**config.mk**
```make
export PLATFORM = sky130hd
export DESIGN_NAME = alu_arbiter
export DESIGN_NICKNAME = d
export VERILOG_FILES = /design/src/rtl/alu_arbiter.sv
export SDC_FILE = /design/constraint.sdc
export NUM_CORES = 1
export LEC_CHECK = 0
export CORE_MARGIN = 1
export CORE_UTILIZATION = 34
export CTS_CLUSTER_DIAMETER = 80
export DETAILED_ROUTE_END_ITERATION = 10
export MAX_ROUTING_LAYER = met4
export PLACE_DENSITY = 0.78
export SYNTH_ARGS = -nofsm -noshare
export SYNTH_HDL_FRONTEND = slang
export SYNTH_SLANG_ARGS = --single-unit
```
**constraint.sdc**
```tcl
create_clock -name clk -period 1.51 [get_ports clk]
set_input_delay 0.302 -clock clk [delete_from_list [all_inputs] [get_ports clk]]
set_output_delay 0.302 -clock clk [all_outputs]
set_load 0.05 [all_outputs]
```
**src/rtl/alu_arbiter.sv**
```systemverilog
// Round-robin front end for one shared combinational ALU.
// Two requesters compete for the ALU. The winning operands are registered onto the
// ALU inputs and held for EXEC_CYCLES cycles. The result and flags are then captured
// and returned on a single response channel tagged with the requester id.
module alu_arbiter #(
    parameter int unsigned WIDTH       = 32,
    parameter int unsigned EXEC_CYCLES = 1
) (
    input  logic             clk,
    input  logic             reset,

    // Requester 0
    input  logic             req0_valid,
    output logic             req0_ready,
    input  logic [WIDTH-1:0] req0_a,
    input  logic [WIDTH-1:0] req0_b,
    input  logic [1:0]       req0_op,

    // Requester 1
    input  logic             req1_valid,
    output logic             req1_ready,
    input  logic [WIDTH-1:0] req1_a,
    input  logic [WIDTH-1:0] req1_b,
    input  logic [1:0]       req1_op,

    // Shared ALU
    output logic [WIDTH-1:0] alu_a,
    output logic [WIDTH-1:0] alu_b,
    output logic [1:0]       alu_cntr,
    input  logic [WIDTH-1:0] alu_out,
    input  logic             alu_zero,
    input  logic             alu_overflow,
    input  logic             alu_carryout,
    input  logic             alu_negative,

    // Response channel
    output logic             rsp_valid,
    input  logic             rsp_ready,
    output logic             rsp_id,
    output logic [WIDTH-1:0] rsp_data,
    output logic [3:0]       rsp_flags,

    output logic             busy
);

    typedef enum logic [1:0] {StIdle, StExec, StResp} state_e;

    // The settle counter runs from EXEC_CYCLES-1 down to 0; 4 bits cover the 1..15 range.
    localparam logic [3:0] CntLoad = 4'(EXEC_CYCLES - 1);

    state_e           state_q, state_d;
    logic             last_grant_q, last_grant_d;
    logic [3:0]       cnt_q, cnt_d;
    logic             cur_id_q, cur_id_d;
    logic [WIDTH-1:0] alu_a_q, alu_a_d;
    logic [WIDTH-1:0] alu_b_q, alu_b_d;
    logic [1:0]       alu_cntr_q, alu_cntr_d;
    logic             rsp_valid_q, rsp_valid_d;
    logic             rsp_id_q, rsp_id_d;
    logic [WIDTH-1:0] rsp_data_q, rsp_data_d;
    logic [3:0]       rsp_flags_q, rsp_flags_d;

    logic             any_valid;
    logic             grant_id;
    logic             accept;

    // Round-robin pick: a lone requester always wins; a tie goes to the one not served last.
    always_comb begin
        any_valid = req0_valid | req1_valid;
        if (req0_valid && req1_valid) begin
            grant_id = ~last_grant_q;
        end else begin
            grant_id = req1_valid;
        end
    end

    // Ready is only offered in IDLE, never in a reset cycle, and only to the granted side.
    always_comb begin
        accept     = (state_q == StIdle) && !reset && any_valid;
        req0_ready = accept && !grant_id;
        req1_ready = accept && grant_id;
    end

    // Next-state and datapath updates for the three-phase transaction.
    always_comb begin
        state_d      = state_q;
        last_grant_d = last_grant_q;
        cnt_d        = cnt_q;
        cur_id_d     = cur_id_q;
        alu_a_d      = alu_a_q;
        alu_b_d      = alu_b_q;
        alu_cntr_d   = alu_cntr_q;
        rsp_valid_d  = rsp_valid_q;
        rsp_id_d     = rsp_id_q;
        rsp_data_d   = rsp_data_q;
        rsp_flags_d  = rsp_flags_q;

        unique case (state_q)
            StIdle: begin
                if (accept) begin
                    alu_a_d      = grant_id ? req1_a  : req0_a;
                    alu_b_d      = grant_id ? req1_b  : req0_b;
                    alu_cntr_d   = grant_id ? req1_op : req0_op;
                    cur_id_d     = grant_id;
                    last_grant_d = grant_id;
                    cnt_d        = CntLoad;
                    state_d      = StExec;
                end
            end
            StExec: begin
                if (cnt_q == 4'd0) begin
                    rsp_data_d  = alu_out;
                    rsp_flags_d = {alu_zero, alu_overflow, alu_carryout, alu_negative};
                    rsp_id_d    = cur_id_q;
                    rsp_valid_d = 1'b1;
                    state_d     = StResp;
                end else begin
                    cnt_d = cnt_q - 4'd1;
                end
            end
            StResp: begin
                if (rsp_ready) begin
                    rsp_valid_d = 1'b0;
                    state_d     = StIdle;
                end
            end
            default: begin
                state_d = StIdle;
            end
        endcase
    end

    // State registers; synchronous reset discards any in-flight operation or response.
    always_ff @(posedge clk) begin
        if (reset) begin
            state_q      <= StIdle;
            last_grant_q <= 1'b1;
            cnt_q        <= 4'd0;
            cur_id_q     <= 1'b0;
            alu_a_q      <= '0;
            alu_b_q      <= '0;
            alu_cntr_q   <= 2'd0;
            rsp_valid_q  <= 1'b0;
            rsp_id_q     <= 1'b0;
            rsp_data_q   <= '0;
            rsp_flags_q  <= 4'd0;
        end else begin
            state_q      <= state_d;
            last_grant_q <= last_grant_d;
            cnt_q        <= cnt_d;
            cur_id_q     <= cur_id_d;
            alu_a_q      <= alu_a_d;
            alu_b_q      <= alu_b_d;
            alu_cntr_q   <= alu_cntr_d;
            rsp_valid_q  <= rsp_valid_d;
            rsp_id_q     <= rsp_id_d;
            rsp_data_q   <= rsp_data_d;
            rsp_flags_q  <= rsp_flags_d;
        end
    end

    assign alu_a     = alu_a_q;
    assign alu_b     = alu_b_q;
    assign alu_cntr  = alu_cntr_q;
    assign rsp_valid = rsp_valid_q;
    assign rsp_id    = rsp_id_q;
    assign rsp_data  = rsp_data_q;
    assign rsp_flags = rsp_flags_q;
    assign busy      = (state_q != StIdle);

endmodule

```
==> flow_metrics.tcl <==
set metrics [dict create \
    cts_made_buffers 9 \
    port_buffers 279 \
    fin_util 0.7576 \
    hold_depth 3 \
    min_period_over_period 1.133 \
    drc_errors 0 \
    ys_seq_area_frac 0.4938 \
    h-tree-depth 3 \
    synthArstFlopShare 0 \
    start_util 0.3540 \
    drtAntennaViolNets 0 \
    synth_commonest_cells "112 x dfxtp_1, 58 x nand3_1, 57 x o21ai_0" \
    syn_area_per_cell_um2 9.118 \
    power_density_nw_per_um2 992.7 \
    syn-num-nets 673 \
    end_kind "output port" \
    grt_overflow 0 \
    required_ns 1.21 \
    status "finished, violations left" \
    path_clk_slew_ns 0.07 \
    crit_end "busy" \
    yosysWarnings 0 \
    vias 5507 \
    dieArea_um2 13820 \
    cts.sinks 112 \
    drive_gt1_frac 0.3181 \
    setup_viol 41 \
    dpl.hpwl_um 13120 \
    drt-total-wl_um 20420 \
    violations "negative setup slack" \
    path_max_fanout 4 \
    antenna_found_initial 1 \
    viasPerCell 5.725 \
    area_growth_pct 114.0 \
    routabilityCongestion 0.9700 \
    reg2reg_slack_ns -0.04 \
    cts_tree "yes" \
    wl_per_cell_um 21.23 \
    io_pins 280 \
    cp.arrival_ns 1.41 \
    synth_cells 498 \
    gr-usage-all-layers 0.2776 \
    synth_top_cell_area_share 0.4938 \
    nets 961 \
    reg2reg_to "rsp_data[31]" \
    ir_drop_mv 0.8426 \
    worst_pin_slew_ns 0.5326 \
    clockBufferDepth 2 \
    relSlewSlack 0.6449 \
    synth_area_leaders "dfxtp_1 49%, a221o_1 10%, and3_1 6.6%" \
    die_height_um 117.6 \
    die_width_um 117.6 \
    synth.largest_area_cell "dfxtp_1" \
    grt_pass1_wl_um 29440 \
    timing.rr.start "cnt_q[0]" \
    critical_path_class "reg -> out" \
    grt_pass1_vias 5366 \
    clock-skew-final_ns 0.006594 \
    clkLatencyLatePin_ns 0.35 \
    grt_max_degree 48 \
    synth_most_common_cell "dfxtp_1" \
    drt_iter0_drc 558 \
    clockRootBuffer "clkbuf_16" \
    synthDistinctLibCells 35 \
    critPathLaunch "state_q[0]" \
    final-max-slew-violation-count 0 \
    rsz0062_at_grt "true" \
    ys_ff_latch 112 \
    first_pass_iters 4 \
    stdcell_count 962 \
    finalHoldViolations 0 \
    p_leak_nw 3.760 \
    place_inst 921 \
    start_kind "flip-flop" \
    reg2regPathDepth 6 \
    rows 41 \
    syn_area_um2 4541 \
    layout_setup_ws_ns -0.2011 \
    synth_edf_count 0 \
    synth_ff_type "dfxtp_1" \
    min_path_type "in -> reg" \
    period_minus_slack_ns 1.711 \
    core_area_um2 12820 \
    maxCapViolCount 0 \
    max_freq_mhz 584.4 \
]
## metrics by stage
step                      power, mW  hold slack (ns)  cell area [µm²]  TNS (ns)  setup WS [ns]
final                         9.644           0.4813             9716    -1.106        -0.2011
after global routing          9.966           0.4926             9716    -5.117        -0.2591
after CTS                     9.471           0.4545             9130   -0.5838        -0.2110
after detailed placement      7.012           0.4921             8701    -24.21        -0.3742
after global placement        6.944           0.4864             8701    -19.11        -0.3070
after floorplan               5.012           0.4409             4548  -0.04679       -0.04679
## sequential cells by signal (all words and copies together) (netlist names), 2 cells and up
register	cells
alu_a	32
alu_b	32
rsp_data	32
cnt_q	4
rsp_flags	4
alu_cntr	2
state_q	2
## power breakdown
part / switching (mW) / internal [mW] / total [mW]
Combinational: 1.81 / 1.90 / 3.71
Sequential: 0.328 / 3.24 / 3.57
Clock: 1.05 / 1.32 / 2.37
Total: 3.19 / 6.45 / 9.64
## cell type report
| type | count | area [µm²] |
|---|---|---|
| Fill cell | 807 | 3109 |
| Tap cell | 172 | 215.2 |
| Timing Repair Buffer | 335 | 4579 |
| Clock buffer | 11 | 242.7 |
| Timing Repair inverter | 2 | 15.01 |
| Antenna cell | 1 | 2.502 |
| Clock inverter | 3 | 43.79 |
| Inverter | 3 | 15.01 |
| Multi-Input combinational cell | 323 | 2350 |
| Sequential cell | 112 | 2252 |
## kinds of logic after synthesis
family,Yosys count,synth area share
compound gates,176,0.2563
simple gates,145,0.1830
flops,112,0.4938
buf+inv,63,0.06145
fa+ha+maj,2,0.005510
## cells in the final DEF, fill, tap and decap left out, types with 2 or more instances in the layout
master	count
buf_12	115
clkinvlp_4	3
inv_2	2
o21ai_4	3
dlygate4sd2_1	2
dfxtp_2	2
dfxtp_1	108
buf_4	30
clkbuf_16	17
o21ai_2	34
nand2b_4	2
nand3_1	57
a21oi_1	36
o21ai_1	4
dfxtp_4	2
o221ai_2	2
a221o_1	47
buf_6	8
a21oi_2	7
o21ai_0	16
ha_4	2
and3_1	47
clkdlybuf4s50_1	169
nand2_1	4
nand4_1	19
a31oi_1	20
## routing by layer
metal	vias up	GRT usage	wire, µm	part of all wire
met4	0	0.1346	854	0.042
met2	296	0.4479	10080	0.49
met1	2664	0.3172	7977	0.39
met5	-	-	0	0
met3	60	0.07752	1509	0.074
li1	2487	-	-	-
## critical path: stages (launching register included)
cell and delay, ns:
dfxtp_4 0.35, buf_4 0.14, nor2_4 0.16, clkinvlp_4 0.11, buf_6 0.14, buf_12 0.14
## worst min-delay path by stage
stage,from,to,slack [ns]
floorplan,req0_a[0],alu_a[0],0.44
CTS,reset,alu_a[15],0.45
finish,reset,alu_a[15],0.48
detailed placement,rsp_valid,rsp_valid,0.49
global route,reset,alu_a[16],0.49
global placement,rsp_valid,rsp_valid,0.49
## repair_timing
action	4_1_cts	5_1_grt
hold buffers	0	0
cloned	2	11
resized for setup	24	110
pin swaps	3	43
setup buffers	6	8
endpoints found under the setup margin	51	60
(Power assumes the default switching activity.)
